$ cat config.mk
export PLATFORM = sky130hd
export DESIGN_NAME = div_fixed_complex
export DESIGN_NICKNAME = d
export VERILOG_FILES = /design/src/rtl/fixed_pkg.sv /design/src/rtl/div_unsigned_serial.sv /design/src/rtl/div_fixed_complex.sv
export SDC_FILE = /design/constraint.sdc
export NUM_CORES = 1
export LEC_CHECK = 0
export CORE_ASPECT_RATIO = 2
export CORE_MARGIN = 5
export CORE_UTILIZATION = 55
export DETAILED_ROUTE_END_ITERATION = 10
export PLACE_DENSITY = 0.75
export SLEW_MARGIN = 5
export SYNTH_ARGS = -nofsm -noshare
export SYNTH_HDL_FRONTEND = slang
export SYNTH_SLANG_ARGS = --single-unit
$ cat constraint.sdc
create_clock -name clk -period 17.4 [get_ports clk]
set_input_delay 3.48 -clock clk [delete_from_list [all_inputs] [get_ports clk]]
set_output_delay 3.48 -clock clk [all_outputs]
set_load 0.02 [all_outputs]
$ cat src/rtl/fixed_pkg.sv
// Shared fixed-point definitions for the complex divider: default Q format,
// width helpers, FSM state encoding and saturation constants.
package fixed_pkg;

   localparam int QI_D = 4;
   localparam int QF_D = 4;

   function automatic int width_f(input int qi, input int qf);
      return qi + qf;
   endfunction

   // Dividend width: full |num| product magnitude pre-shifted by QF.
   function automatic int dw_f(input int qi, input int qf);
      return 2 * (qi + qf) + qf;
   endfunction

   function automatic int pw_f(input int w);
      return 2 * w + 1;
   endfunction

   localparam int WIDTH_D = width_f(QI_D, QF_D);
   localparam logic [WIDTH_D-1:0] SAT_MAX_D = {1'b0, {(WIDTH_D-1){1'b1}}};
   localparam logic [WIDTH_D-1:0] SAT_MIN_D = {1'b1, {(WIDTH_D-1){1'b0}}};

   typedef enum logic [2:0] {
      IDLE   = 3'd0,
      PREP   = 3'd1,
      DIV_RE = 3'd2,
      DIV_IM = 3'd3,
      DONE   = 3'd4
   } state_t;

endpackage

$ cat src/rtl/div_unsigned_serial.sv
// Unsigned restoring divider, one quotient bit per clock. The load cycle
// already performs the first iteration, so valid rises DW-1 cycles after load.
module div_unsigned_serial #(
   parameter int DW = 20
) (
   input  logic          clk,
   input  logic          rst,
   input  logic          load,
   input  logic [DW-1:0] dividend,
   input  logic [DW-1:0] divisor,
   output logic [DW-1:0] quotient,
   output logic          valid
);

   localparam int CW = $clog2(DW + 1);

   logic [DW-1:0] rem_r;
   logic [DW-1:0] quo_r;
   logic [CW-1:0] cnt_r;
   logic          run_r;

   logic [DW-1:0] rem_in_s;
   logic [DW-1:0] quo_in_s;
   logic [DW:0]   trial_s;
   logic [DW-1:0] rem_nx_s;
   logic [DW-1:0] quo_nx_s;
   logic          qbit_s;

   // One restoring step; on load it starts from a zero remainder and the new dividend.
   always_comb begin
      rem_in_s = '0;
      quo_in_s = '0;
      rem_nx_s = '0;
      qbit_s   = 1'b0;
      if (load) begin
         rem_in_s = '0;
         quo_in_s = dividend;
      end else begin
         rem_in_s = rem_r;
         quo_in_s = quo_r;
      end
      trial_s = {rem_in_s, quo_in_s[DW-1]};
      if (trial_s >= {1'b0, divisor}) begin
         rem_nx_s = DW'(trial_s - {1'b0, divisor});
         qbit_s   = 1'b1;
      end else begin
         rem_nx_s = trial_s[DW-1:0];
         qbit_s   = 1'b0;
      end
      quo_nx_s = {quo_in_s[DW-2:0], qbit_s};
   end

   // Iteration state: dividend bits shift out of quo_r as quotient bits shift in.
   always_ff @(posedge clk) begin
      if (rst) begin
         rem_r <= '0;
         quo_r <= '0;
         cnt_r <= '0;
         run_r <= 1'b0;
      end else if (load) begin
         rem_r <= rem_nx_s;
         quo_r <= quo_nx_s;
         cnt_r <= CW'(DW - 1);
         run_r <= 1'b1;
      end else if (run_r && (cnt_r != '0)) begin
         rem_r <= rem_nx_s;
         quo_r <= quo_nx_s;
         cnt_r <= cnt_r - CW'(1);
      end else begin
         rem_r <= rem_r;
         quo_r <= quo_r;
         cnt_r <= cnt_r;
      end
   end

   assign quotient = quo_r;
   assign valid    = run_r && (cnt_r == '0);

endmodule

$ cat src/rtl/div_fixed_complex.sv
// Sequential signed QI.QF complex divider y = a / b: forms a*conj(b) and |b|^2,
// then divides real and imaginary parts in turn on one shared serial divider.
module div_fixed_complex
   import fixed_pkg::*;
#(
   parameter  int QI    = QI_D,
   parameter  int QF    = QF_D,
   localparam int WIDTH = width_f(QI, QF)
) (
   input  logic             clk,
   input  logic             rst,
   input  logic             start,
   input  logic [WIDTH-1:0] a_Re,
   input  logic [WIDTH-1:0] a_Im,
   input  logic [WIDTH-1:0] b_Re,
   input  logic [WIDTH-1:0] b_Im,
   output logic             busy,
   output logic             done,
   output logic [WIDTH-1:0] y_Re,
   output logic [WIDTH-1:0] y_Im,
   output logic             overflow,
   output logic             div_zero
);

   localparam int DW = dw_f(QI, QF);
   localparam int PW = pw_f(WIDTH);
   localparam logic [WIDTH-1:0] SAT_MAX = {1'b0, {(WIDTH-1){1'b1}}};
   localparam logic [WIDTH-1:0] SAT_MIN = {1'b1, {(WIDTH-1){1'b0}}};
   localparam logic [DW-1:0]    MAG_MAX = DW'((1 << (WIDTH - 1)) - 1);
   localparam logic [DW-1:0]    MAG_MIN = DW'(1 << (WIDTH - 1));

   state_t                  state_r;
   logic signed [WIDTH-1:0] a_re_r, a_im_r, b_re_r, b_im_r;
   logic [WIDTH-1:0]        y_re_hold_r;
   logic                    ovf_re_r;

   logic signed [PW-1:0] num_re_s, num_im_s, den_full_s;
   logic [PW-1:0]        abs_re_s, abs_im_s;
   logic [2*WIDTH-1:0]   den_s;
   logic [DW-1:0]        dividend_s, quotient_s;
   logic                 load_s, valid_s;
   logic [WIDTH:0]       sat_re_s, sat_im_s;

   // Returns {overflow, value}: sign of num applied to a truncated magnitude, then clamped.
   function automatic logic [WIDTH:0] sat_f(input logic neg, input logic [DW-1:0] mag);
      logic [WIDTH-1:0] low;
      low = mag[WIDTH-1:0];
      if (!neg) begin
         if (mag > MAG_MAX) return {1'b1, SAT_MAX};
         else               return {1'b0, low};
      end else begin
         if (mag > MAG_MIN) return {1'b1, SAT_MIN};
         else               return {1'b0, WIDTH'(-low)};
      end
   endfunction

   // Full-precision products from the held operands; they stay valid for the whole operation.
   always_comb begin
      num_re_s   = PW'(a_re_r) * PW'(b_re_r) + PW'(a_im_r) * PW'(b_im_r);
      num_im_s   = PW'(a_im_r) * PW'(b_re_r) - PW'(a_re_r) * PW'(b_im_r);
      den_full_s = PW'(b_re_r) * PW'(b_re_r) + PW'(b_im_r) * PW'(b_im_r);
      den_s      = den_full_s[2*WIDTH-1:0];
      if (num_re_s < 0) abs_re_s = PW'(-num_re_s);
      else              abs_re_s = PW'(num_re_s);
      if (num_im_s < 0) abs_im_s = PW'(-num_im_s);
      else              abs_im_s = PW'(num_im_s);
      if (state_r == PREP) dividend_s = DW'(abs_re_s) << QF;
      else                 dividend_s = DW'(abs_im_s) << QF;
      load_s   = ((state_r == PREP) && (den_s != '0)) || ((state_r == DIV_RE) && valid_s);
      sat_re_s = sat_f(num_re_s < 0, quotient_s);
      sat_im_s = sat_f(num_im_s < 0, quotient_s);
   end

   div_unsigned_serial #(.DW(DW)) u_div (
      .clk      (clk),
      .rst      (rst),
      .load     (load_s),
      .dividend (dividend_s),
      .divisor  (DW'(den_s)),
      .quotient (quotient_s),
      .valid    (valid_s)
   );

   // Control FSM with registered handshake and results; results publish together at DONE.
   always_ff @(posedge clk) begin
      if (rst) begin
         state_r     <= IDLE;
         busy        <= 1'b0;
         done        <= 1'b0;
         y_Re        <= '0;
         y_Im        <= '0;
         overflow    <= 1'b0;
         div_zero    <= 1'b0;
         a_re_r      <= '0;
         a_im_r      <= '0;
         b_re_r      <= '0;
         b_im_r      <= '0;
         y_re_hold_r <= '0;
         ovf_re_r    <= 1'b0;
      end else begin
         case (state_r)
            IDLE: begin
               done <= 1'b0;
               if (start) begin
                  a_re_r   <= a_Re;
                  a_im_r   <= a_Im;
                  b_re_r   <= b_Re;
                  b_im_r   <= b_Im;
                  busy     <= 1'b1;
                  y_Re     <= '0;
                  y_Im     <= '0;
                  overflow <= 1'b0;
                  div_zero <= 1'b0;
                  state_r  <= PREP;
               end else begin
                  state_r <= IDLE;
               end
            end
            PREP: begin
               if (den_s == '0) begin
                  overflow <= 1'b1;
                  div_zero <= 1'b1;
                  busy     <= 1'b0;
                  done     <= 1'b1;
                  state_r  <= DONE;
               end else begin
                  state_r <= DIV_RE;
               end
            end
            DIV_RE: begin
               if (valid_s) begin
                  {ovf_re_r, y_re_hold_r} <= sat_re_s;
                  state_r <= DIV_IM;
               end else begin
                  state_r <= DIV_RE;
               end
            end
            DIV_IM: begin
               if (valid_s) begin
                  y_Re     <= y_re_hold_r;
                  y_Im     <= sat_im_s[WIDTH-1:0];
                  overflow <= ovf_re_r | sat_im_s[WIDTH];
                  busy     <= 1'b0;
                  done     <= 1'b1;
                  state_r  <= DONE;
               end else begin
                  state_r <= DIV_IM;
               end
            end
            DONE: begin
               done    <= 1'b0;
               state_r <= IDLE;
            end
            default: begin
               busy    <= 1'b0;
               done    <= 1'b0;
               state_r <= IDLE;
            end
         endcase
      end
   end

endmodule

==> impl_metrics.ini, run 1 <==
[min_path]
hp-start = y_re_hold_r[7]
hold_path_class = reg -> reg
hold_depth = 2
whs_endpoint = y_Re[7]

[critical_path]
max_stage_delay_ns = 1.05
path_class = reg -> reg
r2r_cells = 34
cp.arrival_ns = 11.25
cp_data_required_time_ns = 17.71
critPathLaunchType = register
timing.rr.start = b_im_r[0]
crit_slowest_cell = dfxtp_1
reg2reg_to = u_div.rem_r[16]
crit_fanout = 26
cp-end-kind = register
r2r_slack_ns = 6.46

[sta]
fin_crit_ns = 10.94
fmax_mhz = 91.4
whs_ns = 0.458
setup_viol = 0
worst_pin_slew_ns = 1.11
report.final.slew_viol_count = 0
final_hold_viol_count = 0
rsz0062_at_grt = no
clock_skew_ns = 0.00957
tns_ns = 0
slew-limit-headroom_pct = 25.7
timing.final.crit_share_pct = 62.9

[die]
dieArea_sq_um = 44400
core_area_sq_um = 39600
die_x_microns = 151
rows = 103
die_y_microns = 293
initial_core_util_pct = 55.6
pin_count = 55

[status]
status = completed

[cts]
postCtsSetupBuffers = 0
cts_resized = 0
cts.sinks = 110
cts_root_buffer = clkbuf_16
cts_tree = built
cts_buffers = 9
htree_levels = 3
cts.reportedPaths.clkPinSlew_ns = 0.08
postCtsHoldBufs = 0
insertion_delay_ns = 0.39
cts_max_path_buffers = 2

[cells_and_area]
fin_cells = 3094
nNetsFinal = 3174
final_layout_size_suffix_gt1_share_pct = 2.49
mostFrequentLayoutCell = inv_1
areaGrowthSynthToFinish_pct = 5.70
layout_common_cells = inv_1, fa_1, nand2_1
num_antenna_cells = 0
final_cell_area_sq_um = 23300

[drt]
vias = 17400
wl_per_cell_microns = 18.0
viasPerCell = 5.63
detail-route-antenna-nets = 0
first_iter_violations = 844
drtPass1Iterations = 5
drc = 0
finalWirelength_mm = 55.7

[logic_synthesis]
ys_ff_latch = 110
syn-cell-area_sq_um = 22000
synth_cell_types = 72
yosysWarnings = 0
avgSynthCellArea_sq_um = 8.51
async_flop_share_pct = 0
synthFlopType = dfxtp_1
synth_edf_count = 0
synthCells = 2587
synth_fp_nets = 3197
ys_seq_area_share_pct = 10.0

[grt]
grt_use_total_pct = 25.9
grt_max_degree = 78
overflow = 0
antenna_found_initial = 0
grt_pass1_wl_mm = 90.8
grt_pass1_vias = 18400

[placed_design]
port_buffers = 54
place_area_sq_um = 23000
place_inst = 3078
gp_congestion = 0.947
dp_hpwl_mm = 45.2

[pwr]
power_mw = 2.91
ir_drop_mv = 0.187
p_leak_nw = 10.5
powerDensity_nw_per_um2 = 125

[run]
drv_cap = 0
==> metrics by stage <==
stage / worst slack, ns / utilization [%]
after floorplan: 8.22 / -
after global placement: 6.97 / 58.1
after detailed placement: 6.51 / 58.1
after CTS: 6.44 / 58.8
after global routing: 5.86 / 58.8
final: 6.46 / 58.8
==> how the worst max path moves through the flow <==
stage	start	endpoint	slack [ns]	cells past startpoint
floorplan	b_im_r[7]	u_div.rem_r[0]	8.22	36
global placement	b_re_r[7]	u_div.rem_r[16]	6.97	34
detailed placement	b_im_r[0]	u_div.rem_r[16]	6.51	34
CTS	b_im_r[0]	u_div.rem_r[16]	6.44	34
global route	b_im_r[0]	u_div.rem_r[3]	5.86	34
finish	b_im_r[0]	u_div.rem_r[16]	6.46	34
==> state kept, by name, indices dropped and copies added, names as in the netlist, 3 cells and up <==
| name | cells |
|---|---|
| y_Im | 8 |
| a_re_r | 8 |
| b_re_r | 8 |
| u_div.rem_r | 20 |
| state_r | 3 |
| y_Re | 8 |
| u_div.quotient | 20 |
| a_im_r | 8 |
| u_div.cnt_r | 5 |
| b_im_r | 8 |
| y_re_hold_r | 8 |
==> layout make-up <==
cell class	instances	area, sq um
Timing Repair Buffer	81	741
Sequential cell	110	2200
Inverter	498	1870
Clock inverter	6	55.1
Tap cell	525	657
Multi-Input combinational cell	1864	17500
Fill cell	3540	16300
Clock buffer	10	229
==> power by group <==
| group | total [mW] | internal (mW) | switching [mW] |
|---|---|---|---|
| Sequential | 0.332 | 0.285 | 0.0471 |
| Clock | 0.214 | 0.100 | 0.114 |
| Combinational | 2.37 | 0.894 | 1.47 |
==> layer usage <==
| layer | up-vias | track usage, % | share of wire (%) |
|---|---|---|---|
| li1 | 8043 | - | - |
| met1 | 8655 | 27.9 | 35 |
| met2 | 539 | 48.3 | 56 |
| met3 | 170 | 2.79 | 4.1 |
| met4 | 0 | 13.8 | 5.9 |
| met5 | - | 0 | 0 |
==> critical path: cells and delay by family (launching register included) <==
family          cells  cell delay (ns)
compound gates     13             3.25
simple gates        4             1.33
xor+xnor            2             0.51
flops               1             1.05
buf+inv             7             1.07
fa+ha+maj           8             3.62
==> Yosys cell counts (all sizes together) (5+ instances only) <==
master | instances | area share (%)
nor2 | 141 | 2.4
nand3 | 40 | 0.91
a211oi | 22 | 0.75
a31oi | 17 | 0.48
xnor2 | 72 | 2.9
o2111ai | 6 | 0.24
mux2i | 8 | 0.36
o21ai | 60 | 1.4
a21o | 20 | 0.68
fa | 396 | 36
a311oi | 24 | 0.95
o211ai | 10 | 0.34
or2 | 14 | 0.40
clkbuf | 111 | 1.9
a21oi | 120 | 2.7
ha | 179 | 10
o21bai | 12 | 0.41
o21a | 9 | 0.31
a21boi | 5 | 0.17
nand3b | 7 | 0.24
o311ai | 5 | 0.20
inv | 497 | 8.5
dfxtp | 110 | 10
nand2b | 26 | 0.74
nand2 | 306 | 5.2
o31ai | 7 | 0.30
nor2b | 13 | 0.37
xor2 | 32 | 1.3
nor3 | 22 | 0.50
nor4 | 11 | 0.31
or3 | 13 | 0.39
nand4 | 8 | 0.23
and3 | 19 | 0.54
and2 | 187 | 5.3
==> cells by family after synthesis <==
group / Yosys count / share of synthesized area [%]
flip-flops: 110 / 10.0
multiplexers: 10 / 0.466
AND/OR/NAND/NOR: 822 / 18.2
buffers and inverters: 613 / 10.5
adder cells (fa/ha/maj): 575 / 46.2
AO/OA/AOI/OAI: 352 / 10.4
XOR/XNOR: 105 / 4.24
No activity file was read; power rests on OpenSTA's default activity.
==> run 2, diff against run 1 <==
==> constraint.sdc (replaced) <==
create_clock -name clk -period 10.3 [get_ports clk]
set_input_delay 2.06 -clock clk [delete_from_list [all_inputs] [get_ports clk]]
set_output_delay 2.06 -clock clk [all_outputs]
set_load 0.02 [all_outputs]
==> run 2 against run 1 <==
Effect of this change:
- sequential power increased by 68%
- routed wire length increased by 4.0%
- final cell count increased by 1.3%
- fmax increased by 12%
==> impl_metrics.ini, run 2 (synthesized netlist as in run 1, its figures left out) <==
[placed_design]
pre_cts_ws_ns = 0.151
gp_congestion = 0.985
dp_hpwl_mm = 48.8
port_buffers = 54
place_area_sq_um = 23300

[min_path]
whs_endpoint = y_Re[2]
hp-start = y_re_hold_r[2]
hold_depth = 2
hold_path_class = reg -> reg

[sta]
tns_ns = 0
slew-limit-headroom_pct = 25.4
rsz0062_at_grt = no
fmax_mhz = 102
setup_ws_ns = 0.521
worst_pin_slew_ns = 1.12
setup_viol = 0
fin_crit_ns = 9.78
clock_skew_ns = 0.0201
report.final.slew_viol_count = 0
final_hold_viol_count = 0
timing.final.crit_share_pct = 94.9

[critical_path]
crit_path_frequent_cell = fa_1
max_stage_delay_ns = 0.78
cp_data_required_time_ns = 10.60
path_delay_family = adder cells
crit_fanout = 17
cp-end-kind = register
critPathLaunchType = register
cp.arrival_ns = 10.08
r2r_slack_ns = 0.52
path_class = reg -> reg
reg2reg_to = u_div.rem_r[14]
timing.rr.start = a_im_r[4]
crit_slowest_cell = dfxtp_1
r2r_cells = 32
worst-path-buf-inv = 4

[drt]
first_iter_violations = 878
wl_per_cell_microns = 18.5
drc = 0
finalWirelength_mm = 58.0
drtPass1Iterations = 6
vias = 17700
detail-route-antenna-nets = 0
viasPerCell = 5.64

[grt]
grt_pass1_vias = 19400
antenna_found_initial = 1
grt_max_degree = 74
overflow = 0
grt_pass1_wl_mm = 95.8
grt_use_total_pct = 27.5

[die]
rows = 103
pin_count = 55
dieArea_sq_um = 44400
die_x_microns = 151
die_y_microns = 293
initial_core_util_pct = 55.6
core_area_sq_um = 39600

[cells_and_area]
num_antenna_cells = 0
mostFrequentLayoutCell = inv_1
final_cell_area_sq_um = 23600
multiInputGateArea_sq_um = 17500
final_layout_size_suffix_gt1_share_pct = 4.10
fillers = 3467
areaGrowthSynthToFinish_pct = 7.22
regArea_sq_um = 2200
layout_common_cells = inv_1, fa_1, nand2_1
nNetsFinal = 3214

[cts]
insertion_delay_ns = 0.39
cts.reportedPaths.clkPinSlew_ns = 0.09
htree_levels = 3
cts_max_path_buffers = 2
cts_buffers = 9
cts_tree = built
cts.sinks = 110
cts_root_buffer = clkbuf_16

[pwr]
p_leak_nw = 10.7
powerDensity_nw_per_um2 = 209
ir_drop_mv = 0.510

[run]
drv_cap = 0

[status]
status = completed
[run 2: cell types whose count changed in the layout (fill, tap and decap cells not counted), sizes merged]
cell      change
buf          +40
clkinv        +1
clkinvlp      -1
[run 2: cell type report]
cell class | instances | area share, %
clock buffers | 10 | 0.970
multi-input cells | 1864 | 74.2
clock inverters | 6 | 0.228
repair buffers | 121 | 4.52
well taps | 525 | 2.78
flip-flops and latches | 110 | 9.33
inverters | 498 | 7.92
[run 2: stage by stage]
stage | utilization (%) | hold WS [ns] | instances | power [mW]
3_3_place_gp | 58.9 | 0.439 | 3116 | 4.45
3_5_place_dp | 58.9 | 0.449 | 3116 | 4.55
5_1_grt | 59.7 | 0.485 | 3134 | 5.42
4_1_cts | 59.6 | 0.459 | 3132 | 4.93
6_report | 59.7 | 0.458 | 3134 | 4.93
2_1_floorplan | - | 0.427 | 2587 | 3.49
[run 2: power breakdown]
group / internal (mW) / switching (mW)
sequential: 0.482 / 0.0774
clock: 0.170 / 0.191
combinational: 1.58 / 2.43
total: 2.23 / 2.70
[run 2: tightest hold or removal path: cells and delay by family, from the launching register on]
kind               cells  cell delay (ns)
AOI/OAI and AO/OA      1             0.05
and+or+nand+nor        1             0.05
DFF                    1             0.31
[run 2: layer usage]
layer | GRT usage [%] | share of wire, % | wire [microns] | vias to the layer above
li1 | - | - | - | 8139
met1 | 28.6 | 34 | 19400 | 8745
met2 | 49.8 | 53 | 30900 | 561
met3 | 2.79 | 4.0 | 2330 | 227
met4 | 20.2 | 9.2 | 5330 | 0
met5 | 0 | 0 | 0 | -
[run 2: worst max-delay path by stage]
stage                         start               to  depth (start not counted)
after floorplan           b_im_r[7]   u_div.rem_r[0]                         36
after global placement    b_im_r[4]   u_div.rem_r[7]                         30
after detailed placement  b_im_r[7]  u_div.rem_r[13]                         30
after CTS                 b_im_r[7]  u_div.rem_r[13]                         30
after global routing      a_im_r[7]  u_div.rem_r[18]                         33
final                     a_im_r[4]  u_div.rem_r[14]                         32
[run 2: timing repair]
action | in CTS | in global routing
setup endpoints to repair | 0 | 21
setup buffers | 0 | 2
gates resized for setup | 0 | 3
hold buffers | 0 | 0
==> run 3, diff against run 2 <==
--- a/config.mk
+++ b/config.mk
@@ -5,11 +5,12 @@
 export SDC_FILE = /design/constraint.sdc
 export NUM_CORES = 1
 export LEC_CHECK = 0
+export ABC_AREA = 1
 export CORE_ASPECT_RATIO = 2
 export CORE_MARGIN = 5
 export CORE_UTILIZATION = 55
 export DETAILED_ROUTE_END_ITERATION = 10
-export PLACE_DENSITY = 0.75
+export PLACE_DENSITY = 0.81
 export SLEW_MARGIN = 5
 export SYNTH_ARGS = -nofsm -noshare
 export SYNTH_HDL_FRONTEND = slang
==> run 3 against run 2 <==
Effect of this change:
- area after synthesis grew 3.3%
- synthesized cell count grew 20%
- core utilization shrank 1.1 points
- sequential cell count is the same
- critical path depth grew 14
- first-iteration DRC count grew 18%
- clock skew grew 0.0025 ns
- non-clock buffer count shrank 39
- register-to-register slack gained 0.44 ns
- routed wire length shrank 2.0%
- die area grew 3.1%
- sequential share of layout area shrank 0.16 points
==> impl_metrics.ini, run 3 <==
[drt]
vias = 18900
viasPerCell = 5.23
finalWirelength_mm = 56.8
wl_per_cell_microns = 15.7
drtPass1Iterations = 6
first_iter_violations = 1033
detail-route-antenna-nets = 0
drc = 0

[logic_synthesis]
synthTopCellsByArea = fa_1, inv_1, nand2_1
syn-cell-area_sq_um = 22700
ys_top_cells_by_count = inv_1, nand2_1, fa_1, ha_1, nor2_1
synthFlopType = dfxtp_1
ys_ff_latch = 110
yosysWarnings = 0
synth_edf_count = 0
yosysMostFrequentCell = inv_1
synth_fp_nets = 3703
avgSynthCellArea_sq_um = 7.35
synthCells = 3093
yosys.area.top_type = fa_1
ys_seq_area_share_pct = 9.68
synth_cell_types = 54
synth_top_area_share_pct = 34.9
async_flop_share_pct = 0

[cts]
cts_buffers = 9
cts_tree = built
insertion_delay_ns = 0.39
postCtsSetupBuffers = 0
postCtsHoldBufs = 0
cts_max_path_buffers = 2
htree_levels = 3
cts.reportedPaths.clkPinSlew_ns = 0.09
cts_resized = 0
cts.sinks = 110
cts_root_buffer = clkbuf_16

[grt]
met3_usage_pct = 2.96
grt_max_degree = 70
antenna_found_initial = 0
grt_use_met1_pct = 25.8
grt_pass1_wl_mm = 95.4
top_usage_layer = met2
gr-usage-met2_pct = 48.4
grt_pass1_vias = 20200
grt_use_total_pct = 25.6
overflow = 0

[sta]
worst_pin_slew_ns = 1.17
fin_crit_ns = 9.34
slew-limit-headroom_pct = 21.7
final_hold_viol_count = 0
setup_viol = 0
clock_skew_ns = 0.0227
report.final.slew_viol_count = 0
timing.final.crit_share_pct = 90.7
tns_ns = 0
rsz0062_at_grt = no
setup_ws_ns = 0.961
fmax_mhz = 107

[cells_and_area]
layout_common_cells = inv_1, nand2_1, fa_1
final_util_pct = 58.6
fillers = 3741
num_antenna_cells = 0
fin_cells = 3616
areaGrowthSynthToFinish_pct = 5.56
mostFrequentLayoutCell = inv_1
nNetsFinal = 3686
final_layout_size_suffix_gt1_share_pct = 3.12

[die]
die_x_microns = 154
dieArea_sq_um = 45800
die_y_microns = 298
rows = 105
pin_count = 55
core_area_sq_um = 41000
initial_core_util_pct = 55.5

[critical_path]
max_stage_delay_ns = 0.86
timing.rr.start = b_im_r[7]
cp-end-kind = register
crit_path_start = b_im_r[7]
cp_data_required_time_ns = 10.62
critPathLaunchType = register
cp.arrival_ns = 9.66
crit_fanout = 23
crit_path_frequent_cell = nand2_1
crit_slowest_cell = dfxtp_1
path_class = reg -> reg

[run]
drv_cap = 0

[min_path]
hold_path_class = reg -> reg
hp-start = y_Re[0]

[placed_design]
dp_hpwl_mm = 47.1
port_buffers = 54
place_inst = 3600
gp_congestion = 0.969
pre_cts_ws_ns = 1.02

[status]
status = completed
-- run 3: cell types whose count changed after synthesis, moves of 45 or more --
cell,previous run,this run
and2_1,187,3
inv_1,497,863
nand2_1,306,708
nand3_1,40,98
o21ai_0,41,102
xnor2_1,72,27
-- run 3: metrics by stage --
step           instance area (sq um)  hold slack, ns
3_5_place_dp                   23700           0.452
3_3_place_gp                   23700           0.447
2_1_floorplan                  22700           0.444
6_report                       24000           0.463
4_1_cts                        24000           0.464
5_1_grt                        24000           0.482
-- run 3: cells by family after synthesis --
kind of cell	count (synthesis)	synth area share, %
xor+xnor	61	2.35
flops	110	9.68
fa+ha+maj	575	44.7
simple gates	1079	19.7
buf+inv	984	16.4
compound gates	284	7.14
-- run 3: area by class of cell --
| type | count | area (sq um) | share of cell area (%) |
|---|---|---|---|
| Multi-Input combinational cell | 1999 | 16800 | 70.0 |
| Inverter | 874 | 3280 | 13.7 |
| Sequential cell | 110 | 2200 | 9.17 |
| Timing Repair Buffer | 82 | 751 | 3.13 |
| Tap cell | 535 | 669 | 2.79 |
| Clock buffer | 9 | 225 | 0.938 |
| Clock inverter | 7 | 76.3 | 0.318 |
-- run 3: layer usage --
metal  wire [microns]  share of wire (%)
met2            30900                 54
met1            18800                 33
met4             4560                8.0
met3             2570                4.5
met5                0                  0
-- run 3: worst max-delay path, delay by kind of cell, from the launching register on --
kind,cells,cell delay [ns]
AOI/OAI and AO/OA,5,0.84
adders and majority gates,8,3.30
buffers and inverters,9,1.20
DFF,1,0.86
and+or+nand+nor,24,3.04
-- run 3: path summary, 6_finish.rpt --
| kind | endpoint | slack [ns] | cells past startpoint |
|---|---|---|---|
| max | u_div.rem_r[8] | 0.96 | 46 |
| min | y_Re[0] | 0.46 | 2 |
| max reg2reg | u_div.rem_r[8] | 0.96 | 46 |
| min reg2reg | y_Re[0] | 0.46 | 2 |
Power of run 3 is not shown: default switching activity piles up to over one toggle a cycle in this logic, so the estimate is an artifact.
